--- src/rtl/lenet_frame_sched_if.sv ---
// Handshake/control bundle between board controls, image core, LeNet accelerator and the frame scheduler.
interface lenet_frame_sched_if;
  logic       mode_en;
  logic       show_en;
  logic       lenet_data_ready;
  logic       lenet_done;
  logic [3:0] lenet_result;
  logic       lenet_doing_signal;
  logic       lenet_showing_signal;
  logic       lenet_start;
  logic       frame_tick;
  logic [3:0] result;
  logic       result_valid;
  logic       busy;
  logic       err_timeout;
  logic       err_nodata;

  modport master (
    output mode_en, show_en, lenet_data_ready, lenet_done, lenet_result,
    input  lenet_doing_signal, lenet_showing_signal, lenet_start, frame_tick,
           result, result_valid, busy, err_timeout, err_nodata
  );

  modport slave (
    input  mode_en, show_en, lenet_data_ready, lenet_done, lenet_result,
    output lenet_doing_signal, lenet_showing_signal, lenet_start, frame_tick,
           result, result_valid, busy, err_timeout, err_nodata
  );
endinterface

--- src/rtl/lenet_frame_sched.sv ---
// Frame-level scheduler for the camera/LeNet path: picks capture frames, starts the CNN, latches results.
// All outputs registered (1-cycle latency); no backpressure, events are single-cycle pulses.
module lenet_frame_sched #(
  parameter int FRAME_LEN      = 307202,
  parameter int SKIP_FRAMES    = 3,
  parameter int TIMEOUT_CYCLES = 2000000,
  parameter int CNT_W          = 22
) (
  input logic           clk25,
  input logic           rst_n,
  lenet_frame_sched_if.slave bus
);
  localparam int FCNT_W = $clog2(FRAME_LEN);
  localparam int SKIP_W = (SKIP_FRAMES > 0) ? $clog2(SKIP_FRAMES + 1) : 1;
  localparam logic [FCNT_W-1:0] FCNT_LAST = FCNT_W'(FRAME_LEN - 1);
  localparam logic [CNT_W-1:0]  TCNT_LAST = CNT_W'(TIMEOUT_CYCLES - 1);
  localparam logic [SKIP_W-1:0] SKIP_LOAD = SKIP_W'(SKIP_FRAMES);

  typedef enum logic [1:0] {IDLE, ARM, CAPTURE, COMPUTE} state_t;

  state_t            state_q, state_d;
  logic [FCNT_W-1:0] fcnt_q, fcnt_d;
  logic [SKIP_W-1:0] skip_q, skip_d;
  logic [CNT_W-1:0]  tcnt_q, tcnt_d;
  logic              frame_tick_q, frame_tick_d;
  logic              doing_q, doing_d;
  logic              showing_q, showing_d;
  logic              start_q, start_d;
  logic [3:0]        result_q, result_d;
  logic              result_valid_q, result_valid_d;
  logic              busy_q, busy_d;
  logic              err_timeout_q, err_timeout_d;
  logic              err_nodata_q, err_nodata_d;

  always_ff @(posedge clk25 or negedge rst_n) begin
    if (!rst_n) begin
      state_q        <= IDLE;
      fcnt_q         <= '0;
      skip_q         <= '0;
      tcnt_q         <= '0;
      frame_tick_q   <= 1'b0;
      doing_q        <= 1'b0;
      showing_q      <= 1'b0;
      start_q        <= 1'b0;
      result_q       <= '0;
      result_valid_q <= 1'b0;
      busy_q         <= 1'b0;
      err_timeout_q  <= 1'b0;
      err_nodata_q   <= 1'b0;
    end else begin
      state_q        <= state_d;
      fcnt_q         <= fcnt_d;
      skip_q         <= skip_d;
      tcnt_q         <= tcnt_d;
      frame_tick_q   <= frame_tick_d;
      doing_q        <= doing_d;
      showing_q      <= showing_d;
      start_q        <= start_d;
      result_q       <= result_d;
      result_valid_q <= result_valid_d;
      busy_q         <= busy_d;
      err_timeout_q  <= err_timeout_d;
      err_nodata_q   <= err_nodata_d;
    end
  end

  always_comb begin
    fcnt_d         = (fcnt_q == FCNT_LAST) ? '0 : fcnt_q + 1'b1;
    // Registered tick lines up with fcnt_q == FRAME_LEN-1, matching the core's counter.
    frame_tick_d   = (fcnt_d == FCNT_LAST);
    showing_d      = bus.show_en & bus.mode_en;
    state_d        = state_q;
    skip_d         = skip_q;
    tcnt_d         = tcnt_q;
    doing_d        = doing_q;
    start_d        = 1'b0;
    result_d       = result_q;
    result_valid_d = result_valid_q;
    err_timeout_d  = err_timeout_q;
    err_nodata_d   = err_nodata_q;

    case (state_q)
      IDLE: begin
        if (frame_tick_q) begin
          if (skip_q != '0) begin
            skip_d = skip_q - 1'b1;
          end else if (bus.mode_en) begin
            doing_d = 1'b1;
            state_d = ARM;
          end
        end
      end
      ARM: begin
        if (!bus.mode_en) begin
          doing_d = 1'b0;
          state_d = IDLE;
        end else if (frame_tick_q) begin
          state_d = CAPTURE;
        end
      end
      CAPTURE: begin
        if (!bus.mode_en) begin
          doing_d = 1'b0;
          state_d = IDLE;
        end else if (bus.lenet_data_ready) begin
          doing_d = 1'b0;
          start_d = 1'b1;
          tcnt_d  = '0;
          state_d = COMPUTE;
        end else if (frame_tick_q) begin
          err_nodata_d = 1'b1;
          doing_d      = 1'b0;
          skip_d       = SKIP_LOAD;
          state_d      = IDLE;
        end
      end
      COMPUTE: begin
        tcnt_d = tcnt_q + 1'b1;
        if (bus.lenet_done) begin
          result_d       = bus.lenet_result;
          result_valid_d = 1'b1;
          skip_d         = SKIP_LOAD;
          state_d        = IDLE;
        end else if (tcnt_q == TCNT_LAST) begin
          err_timeout_d = 1'b1;
          skip_d        = SKIP_LOAD;
          state_d       = IDLE;
        end
      end
      default: state_d = IDLE;
    endcase

    busy_d = (state_d != IDLE);
  end

  assign bus.frame_tick           = frame_tick_q;
  assign bus.lenet_doing_signal   = doing_q;
  assign bus.lenet_showing_signal = showing_q;
  assign bus.lenet_start          = start_q;
  assign bus.result               = result_q;
  assign bus.result_valid         = result_valid_q;
  assign bus.busy                 = busy_q;
  assign bus.err_timeout          = err_timeout_q;
  assign bus.err_nodata           = err_nodata_q;
endmodule

--- src/flat_wrapper.sv ---
// flat-port wrapper written by rule: the top's interface ports become plain ports
module lenet_frame_sched_flat 
#(
  parameter int FRAME_LEN      = 307202,
  parameter int SKIP_FRAMES    = 3,
  parameter int TIMEOUT_CYCLES = 2000000,
  parameter int CNT_W          = 22
)
  (clk25, rst_n, bus_mode_en, bus_show_en, bus_lenet_data_ready, bus_lenet_done, bus_lenet_result, bus_lenet_doing_signal, bus_lenet_showing_signal, bus_lenet_start, bus_frame_tick, bus_result, bus_result_valid, bus_busy, bus_err_timeout, bus_err_nodata);
  lenet_frame_sched_if bus_i ();
  input logic clk25;
  input logic rst_n;
  input wire logic [$bits(bus_i.mode_en)-1:0] bus_mode_en;
  input wire logic [$bits(bus_i.show_en)-1:0] bus_show_en;
  input wire logic [$bits(bus_i.lenet_data_ready)-1:0] bus_lenet_data_ready;
  input wire logic [$bits(bus_i.lenet_done)-1:0] bus_lenet_done;
  input wire logic [$bits(bus_i.lenet_result)-1:0] bus_lenet_result;
  output wire logic [$bits(bus_i.lenet_doing_signal)-1:0] bus_lenet_doing_signal;
  output wire logic [$bits(bus_i.lenet_showing_signal)-1:0] bus_lenet_showing_signal;
  output wire logic [$bits(bus_i.lenet_start)-1:0] bus_lenet_start;
  output wire logic [$bits(bus_i.frame_tick)-1:0] bus_frame_tick;
  output wire logic [$bits(bus_i.result)-1:0] bus_result;
  output wire logic [$bits(bus_i.result_valid)-1:0] bus_result_valid;
  output wire logic [$bits(bus_i.busy)-1:0] bus_busy;
  output wire logic [$bits(bus_i.err_timeout)-1:0] bus_err_timeout;
  output wire logic [$bits(bus_i.err_nodata)-1:0] bus_err_nodata;
  assign bus_i.mode_en = bus_mode_en;
  assign bus_i.show_en = bus_show_en;
  assign bus_i.lenet_data_ready = bus_lenet_data_ready;
  assign bus_i.lenet_done = bus_lenet_done;
  assign bus_i.lenet_result = bus_lenet_result;
  assign bus_lenet_doing_signal = bus_i.lenet_doing_signal;
  assign bus_lenet_showing_signal = bus_i.lenet_showing_signal;
  assign bus_lenet_start = bus_i.lenet_start;
  assign bus_frame_tick = bus_i.frame_tick;
  assign bus_result = bus_i.result;
  assign bus_result_valid = bus_i.result_valid;
  assign bus_busy = bus_i.busy;
  assign bus_err_timeout = bus_i.err_timeout;
  assign bus_err_nodata = bus_i.err_nodata;
  lenet_frame_sched #(.FRAME_LEN(FRAME_LEN), .SKIP_FRAMES(SKIP_FRAMES), .TIMEOUT_CYCLES(TIMEOUT_CYCLES), .CNT_W(CNT_W)) u_core (.clk25(clk25), .rst_n(rst_n), .bus(bus_i));
endmodule
--- config.mk ---
export PLATFORM = sky130hd
export DESIGN_NAME = lenet_frame_sched_flat
export DESIGN_NICKNAME = d
export VERILOG_FILES = /design/src/rtl/lenet_frame_sched_if.sv /design/src/rtl/lenet_frame_sched.sv /design/src/flat_wrapper.sv
export SDC_FILE = /design/constraint.sdc
export NUM_CORES = 1
export LEC_CHECK = 0
export BUFFER_PORTS_ARGS = -buffer_cell sky130_fd_sc_hd__buf_2
export CAP_MARGIN = 40
export CORE_MARGIN = 2
export CORE_UTILIZATION = 39
export CTS_BUF_LIST = sky130_fd_sc_hd__clkbuf_8
export DETAILED_ROUTE_END_ITERATION = 7
export PLACE_DENSITY_LB_ADDON = 0.2
export SLEW_MARGIN = 40
export SYNTH_ARGS = -nofsm -noshare
export SYNTH_HDL_FRONTEND = slang
export SYNTH_SLANG_ARGS = --single-unit
--- constraint.sdc ---
create_clock -name clk25 -period 3.1 [get_ports clk25]
set_input_delay 0.155 -clock clk25 [delete_from_list [all_inputs] [get_ports clk25]]
set_output_delay 0.155 -clock clk25 [all_outputs]
set_load 0.05 [all_outputs]
# Word-level counts from Yosys, hierarchy flattened
# Cells that the tools add are included.
# word_totals
regBits	57
inputBits	10
out_inout_bits	12
elab_cells	82
# op_classes
add_sub_neg	3
eq_ne	17
muxes	34
n_bitwise	3
n_reduce_logical	12
# ops
cell	count
$mux W22	2
$pmux W22 S2	1
$eq A19 B19 Y1 const B	2
$mux W2	17
$add A22 B1 Y22 const B	1
$eq A22 B21 Y1 const B	1
$add A19 B1 Y19 const B	1
$mux W19	1
$ne A2 B2 Y1 const B	6
$mux W1	10
$pmux W2 S4	1
$reduce_and A7 Y1	1
$ne A2 B1 Y1 const B	3
$pmux W2 S3	1
$reduce_and A3 Y1	2
$reduce_and A6 Y1	1
$reduce_bool A2 Y1	3
$reduce_bool A3 Y1	2
$eq A2 B2 Y1 const B	2
$ne A4 B3 Y1 const B	1
$reduce_and A4 Y1	1
$ne A3 B2 Y1 const B	1
$pmux W1 S3	1
$eq A2 B1 Y1 const B	1
5 further kinds	6

# Longest topological paths before layout
# Gate-level depths: netlist (run 1).
# depth
word_depth	5
depth_mapped	9
depth_no_buf	8

# Worst setup path after synthesis (run 1)
# OpenSTA, ideal clock, no wires.
# synth_timing
kind	flip-flop to flip-flop
startpoint	register u_core.state_q[0]
endpoint	register u_core.tcnt_q[16]
setup_time_ns	0.132
arrival_ns	1.853
required_time_ns	2.968
path_slack_ns	1.115
path_stages_with_launch	9
n_path_buf	1
period_less_slack_ns	1.985
path_cell_list	dfrtp_1 -> inv_1 -> ha_1 -> buf_2 -> nand2b_1 -> a21o_1 -> or4_1 -> xor2_1 -> nor2_1
# synth_via
elab_chain_cells	3
elab_cells_between_ends	7
classes_between	4 x eq/ne; 1 x mux; 2 x reduce/logical
# synth_rtl
item	line	source
from (decl)	lenet_frame_sched.sv:21	state_t state_q, state_d;
from (signal assigned)	lenet_frame_sched.sv:51	state_q <= state_d;
$eq A2 B2 Y1	lenet_frame_sched.sv:82	case (state_q)
$ne A2 B2 Y1 (no source line) or $reduce_bool A2 Y1 (tied branches)	--	
$reduce_and A3 Y1 (no source line)	--	
to (signal assigned)	lenet_frame_sched.sv:54	tcnt_q <= tcnt_d;
to (decl)	lenet_frame_sched.sv:24	logic [CNT_W-1:0] tcnt_q, tcnt_d;
# Several ways; a longest one is shown, not always the timed one.
# A chain may end at the register's enable or synchronous reset.

# Worst setup path after layout (run 1)
# layout_timing
startpoint	register u_core.state_q[0]
endpoint	register u_core.tcnt_q[21]
# Same word-level chain as after synthesis.

==> results of run 1 <==
worst reg2reg max path, stage by stage, from the launching register on:
cell	delay, ps
dfrtp_1	410
inv_1	110
ha_1	340
nand3_1	230
inv_1	210
o211ai_1	320
nor4_2	370
xnor2_1	150
nor2_1	50
sequential cells by signal, summed over array words and instances, names as in the netlist:
name / cells
u_core.bus.err_timeout: 1
u_core.bus.frame_tick: 1
u_core.bus.lenet_start: 1
u_core.bus.busy: 1
u_core.skip_q: 2
u_core.bus.result_valid: 1
u_core.bus.lenet_showing_signal: 1
u_core.state_q: 2
u_core.bus.err_nodata: 1
u_core.bus.result: 4
u_core.bus.lenet_doing_signal: 1
u_core.fcnt_q: 19
u_core.tcnt_q: 22
per-stage QoR:
stage | cells | hold WS [ps] | setup slack [ps]
after global placement | 425 | 350 | 969
after floorplan | 312 | -141 | 1110
final | 443 | 25.1 | 772
after global routing | 443 | 30.1 | 586
after detailed placement | 425 | 347 | 844
after CTS | 442 | 18.7 | 815
area by class of cell:
cell class / count / area [um2]
clock buffers: 12 / 165
multi-input cells: 234 / 1620
clock inverters: 4 / 42.5
inverters: 9 / 33.8
repair buffers: 25 / 150
fillers: 743 / 4200
well taps: 102 / 128
flip-flops and latches: 57 / 1430
report_power, final:
part           internal, mW  switching, mW
registers             0.779         0.0196
logic                 0.111          0.161
clock network         0.430          0.297
what timing repair did:
item | in CTS | in global routing
setup endpoints to repair | 0 | 0
buffers inserted | 0 | 0
resized for setup | 0 | 0
hold endpoints to repair | 31 | 0
hold buffers | 1 | 0
metal layers:
layer / vias up / global-route usage, %
li1: 1154 / -
met1: 1125 / 23.3
met2: 29 / 23.3
met4: 0 / 5.56
met5: - / 0
met3: 9 / 4.74
kinds of logic (layout without fill, tap and decap cells):
logic type / count (synthesis) / in the layout / synth area share [%]
xor+xnor: 34 / 34 / 9.49
flops: 57 / 57 / 45.5
fa+ha+maj: 8 / 8 / 3.19
buf+inv: 21 / 50 / 2.95
simple gates: 151 / 151 / 29.0
mux: 8 / 8 / 3.07
compound gates: 33 / 33 / 6.82
final timing paths:
path                                                             endpoint  depth (start not counted)                           startpoint
worst max-delay path                        u_core.tcnt_q[21]$_DFFE_PN0P_                          8          u_core.state_q[0]$_DFF_PN0_
worst min-delay path            u_core.bus.lenet_showing_signal$_DFF_PN0_                          2                          bus_show_en
worst max register to register              u_core.tcnt_q[21]$_DFFE_PN0P_                          8          u_core.state_q[0]$_DFF_PN0_
worst min register to register        u_core.bus.result_valid$_DFFE_PN0P_                          1  u_core.bus.result_valid$_DFFE_PN0P_
max in group asynchronous                     u_core.fcnt_q[14]$_DFF_PN0_                          4                                rst_n
min in group asynchronous                     u_core.state_q[1]$_DFF_PN0_                          3                                rst_n
synth_stat cells (2+ instances only):
| cell type | count |
|---|---|
| dfrtp_1 | 57 |
| nor2_1 | 37 |
| nand2_1 | 25 |
| nand3_1 | 22 |
| xnor2_1 | 20 |
| xor2_1 | 14 |
| nand4_1 | 10 |
| inv_1 | 9 |
| o21ai_0 | 9 |
| a21oi_1 | 8 |
| buf_2 | 8 |
| ha_1 | 8 |
| nand2b_1 | 8 |
| nor4_2 | 7 |
| and4_1 | 5 |
| mux2_2 | 5 |
| nor3_1 | 5 |
| a21o_1 | 4 |
| nor2b_1 | 4 |
| a211oi_1 | 3 |
| and2_1 | 3 |
| and3_1 | 3 |
| clkbuf_1 | 3 |
| nor4_1 | 3 |
| mux2_4 | 2 |
| nand4b_1 | 2 |
| nor3b_1 | 2 |
| nor4_4 | 2 |
| o21bai_1 | 2 |
| or3_1 | 2 |
| or4_1 | 2 |
| or4_4 | 2 |
==> flow_summary_export.csv, run 1 <==
group,metric,value,unit
pwr,powerDensity,505,nW/um2
die,fp.dieW,93.7,um
setup_path,cp_data_required_time,3310,ps
clock_tree,path_clk_slew,70,ps
hold_path,worst_hold_path_type,"in2reg",
clock_tree,cts_inserted_buffers,9,
sta,slew_violations,0,
pwr,ir_worst_vdd,0.000337,V
global_route,grt_use_total,16.2,%
clock_tree,h-tree-depth,3,
logic_synthesis,ys_seq_area_share,45.5,%
sta,finalHoldViolCount,0,
outcome,status,"finished, final reports clean",
placement,place_area,3330,um2
die,die_area,8780,um2
setup_path,r2r_slack,770,ps
sta,worstMarginPinSlew,712,ps
sta,tns,0,ps
global_route,overflow,0,
drt,drt-initial-drc-count,60,
placement,gp_congestion,0.826,
clock_tree,cts_buffer_depth,2,
drt,topRoutingLayerUsed,"met4",
clock_tree,cts_tree,"yes",
drt,avgViaCountPerCell,5.23,
drt,vias,2317,
setup_path,cpMostUsedCell,"inv_1",
sta,fmax,429,MHz
setup_path,critical-path-max-stage-delay,410,ps
logic_synthesis,synthFlopType,"dfrtp_1",
finish,layout_commonest_cell,"dfrtp_1",
pwr,p_leak,1.58,nW
sta,period_needed,2330,ps
setup_path,crit_family,"simple AND/OR/NAND/NOR gates",
logic_synthesis,synth_nets,330,
drt,antenna_left,0,
die,rows,32,
die,core_area,7770,um2
setup_path,cp_cell_sequence,"inv_1 -> ha_1 -> nand3_1 -> inv_1 -> o211ai_1 -> nor4_2 -> xnor2_1 -> nor2_1",
logic_synthesis,syn_inst,312,
logic_synthesis,synthesis.area,3140,um2
logic_synthesis,synth.distinct_cells,48,
setup_path,worstPathArrival,2540,ps
setup_path,cp-start-kind,"flip-flop",
placement,hpwl,4500,um
drt,detail_route.wl_per_cell,14.9,um
sta,slew_headroom,52.3,%
die,start_util,40.4,%
clock_tree,cts_sinks,57,
drt,drt-total-wl,6600,um
finish,fin_area,3560,um2
drt,drt_first_pass_iters,4,
clock_tree,clk_latency,330,ps
setup_path,critPathBufInv,2,
drt,drt-met1-wl,3380,um
global_route,grt_max_degree,58,
logic_synthesis,ys_warn_count,0,
setup_path,cp_max_fo,9,
die,ios,22,
finish,drive_above_1_share,17.6,%
finish,final_cell_mix,"57 x dfrtp_1, 37 x nor2_1, 25 x nand2_1",
global_route,antenna_found_initial,0,
finish,final_util,45.9,%
clock_tree,root_buffer,"clkbuf_8",
pwr,fin_total_pwr,1.80,mW
logic_synthesis,synth_top_cell_area_share,45.5,%
sta,setup_violations,0,
sta,clock_skew,13.0,ps
run,timing.max_cap.violations,0,
global_route,grt_pass1_vias,2280,
logic_synthesis,synth.avg_cell_area,10.1,um2
logic_synthesis,async_reset_ff_share,100,%
die,die_h,93.7,um
logic_synthesis,ys_seq_elements,57,
drt,met3WireLength,229,um
drt,route.detailed.drc,0,
sta,fin_crit_sh,75.1,%
setup_path,crit_type,"reg2reg",
sta,rsz0062_at_grt,"false",
global_route,grt_pass1_wl,11100,um
placement,port-buffer-count,21,
drt,wl_met2,2890,um
logic_synthesis,yosysTopAreaCell,"dfrtp_1",
logic_synthesis,synth.area.top_cells,"dfrtp_1 45%, xnor2_1 5.6%, nor2_1 4.4%",
finish,area_delta_synth_final,13.6,%
setup_path,cpMaxStageDelayCell,"dfrtp_1",
setup_path,cp-end-kind,"flip-flop",
finish,nets,354,
logic_synthesis,synth-edff-count,0,
finish,diodes,0,
(Power assumes the default switching activity.)
==> inputs of run 2 (changes only) <==
==> constraint.sdc (replaced) <==
create_clock -name clk25 -period 2.2 [get_ports clk25]
set_input_delay 0.11 -clock clk25 [delete_from_list [all_inputs] [get_ports clk25]]
set_output_delay 0.11 -clock clk25 [all_outputs]
set_load 0.05 [all_outputs]
==> flow_summary_export.csv, run 2 (synthesized netlist as in run 1, its figures left out) <==
group,metric,value,unit
global_route,overflow,0,
run,timing.max_cap.violations,0,
sta,worstMarginPinSlew,573,ps
sta,setup_violations,0,
outcome,status,"finished, final reports clean",
sta,clock_skew,13.4,ps
global_route,grt_use_total,16.5,%
global_route,grt_max_degree,40,
clock_tree,clk_latency,350,ps
drt,antenna_left,0,
clock_tree,cts_sinks,57,
pwr,p_int,1.78,mW
pwr,fin_total_pwr,2.48,mW
clock_tree,path_clk_slew,80,ps
finish,final_util,47.2,%
setup_path,crit_type,"reg2reg",
setup_path,cp_data_required_time,2430,ps
hold_path,worst_hold_path_type,"in2reg",
pwr,powerDensity,676,nW/um2
sta,tns,0,ps
finish,area_delta_synth_final,17.0,%
sta,finalHoldViolCount,0,
placement,hpwl,4500,um
pwr,switching_share,28.3,%
sta,fmax,495,MHz
global_route,grt_pass1_vias,2279,
sta,rsz0062_at_grt,"false",
die,start_util,40.4,%
die,rows,32,
drt,route.detailed.drc,0,
die,core_area,7770,um2
clock_tree,cts_inserted_buffers,9,
pwr,p_comb_share,15.6,%
sta,slew_violations,0,
setup_path,cp-start-kind,"flip-flop",
clock_tree,cts_setup_buffers,0,
setup_path,cp-end-kind,"flip-flop",
clock_tree,h-tree-depth,3,
drt,drt_first_pass_iters,4,
setup_path,worstSetupStartpoint,"u_core.state_q[0]$_DFF_PN0_",
sta,slew_headroom,61.5,%
global_route,antenna_found_initial,0,
drt,drt-initial-drc-count,126,
global_route,grt_pass1_wl,11300,um
setup_path,cp_max_fo,5,
finish,drive_above_1_share,20.0,%
sta,period_needed,2020,ps
die,fp.dieW,93.7,um
sta,fin_crit_sh,91.9,%
drt,avgViaCountPerCell,5.15,
drt,detail_route.wl_per_cell,14.2,um
drt,vias,2352,
pwr,p_clk_share,39.0,%
die,die_area,8780,um2
finish,top_register,"u_core.tcnt_q",
finish,layout_commonest_cell,"dfrtp_1",
clock_tree,cts_buffer_depth,2,
clock_tree,root_buffer,"clkbuf_8",
finish,nets,368,
pwr,p_switching,0.702,mW
placement,gp_congestion,0.896,
pwr,seqPwrFrac,45.4,%
pwr,ir_worst_vdd,0.000357,V
clock_tree,cts_tree,"yes",
die,ios,22,
placement,port-buffer-count,21,
finish,final_cell_mix,"57 x dfrtp_1, 37 x nor2_1, 25 x nand2_1",
setup_path,r2r-start,"u_core.state_q[0]$_DFF_PN0_",
setup_path,worstPathArrival,2250,ps
pwr,p_leak,1.62,nW
finish,diodes,0,
die,die_h,93.7,um
hold_path,min_from,"bus_lenet_done",
finish,largest_register_ffs,22,
drt,drt-total-wl,6510,um
## run 2: final cells by class
class	count	area [um2]
well taps	102	128
fillers	747	4100
clock inverters	7	71.3
clock buffers	9	124
flip-flops and latches	57	1430
multi-input cells	234	1620
repair buffers	39	268
inverters	9	33.8
## run 2: repair_timing
item                                   CTS  global route
gates resized for setup                  0             0
endpoints found under the hold margin   23             0
hold buffers                             6             0
## run 2: power groups by stage
stage | clock network, mW | registers [mW] | logic [mW]
final | 0.968 | 1.13 | 0.386
after global routing | 1.05 | 1.13 | 0.436
after CTS | 1.00 | 1.13 | 0.391
after detailed placement | 0 | 1.15 | 0.380
after global placement | 0 | 1.14 | 0.373
after floorplan | 0 | 1.21 | 0.216
## run 2: critical path: stages, from the launching register on
cell and delay (ps):
dfrtp_1 400, inv_1 90, ha_1 240, nand2b_1 200, a21o_1 250, or4_1 530
xor2_1 140, nor2_1 50
## run 2: path summary, 6_finish.rpt
path                                                        to  slack [ps]  depth (start not counted)
min in group asynchronous         u_core.skip_q[1]$_DFFE_PN0P_         240                          2
hold / removal              u_core.bus.err_timeout$_DFFE_PN0P_         100                          3
hold reg to reg            u_core.bus.result_valid$_DFFE_PN0P_         470                          1
max in group asynchronous         u_core.tcnt_q[7]$_DFFE_PN0P_        1380                          3
setup reg to reg                 u_core.tcnt_q[14]$_DFFE_PN0P_         180                          7
setup / recovery                 u_core.tcnt_q[14]$_DFFE_PN0P_         180                          7
## run 2: layer usage
layer	global-route usage (%)	wire, um	share of wire [%]	vias to the layer above
li1	-	-	-	1177
met1	24.4	3400	52	1127
met2	22.7	2770	42	40
met3	4.33	265	4.1	8
met4	7.00	80	1.2	0
met5	0	0	0	-
## run 2: stage by stage
stage / instances / instance area, um2 / setup WS (ps) / hold slack, ps
final: 457 / 3670 / 179 / 96.1
after global routing: 457 / 3670 / 59.5 / 100
after CTS: 457 / 3670 / 188 / 83.5
after detailed placement: 435 / 3410 / 200 / 91.1
after global placement: 435 / 3410 / 238 / 85.0
after floorplan: 312 / 3140 / 215 / -186
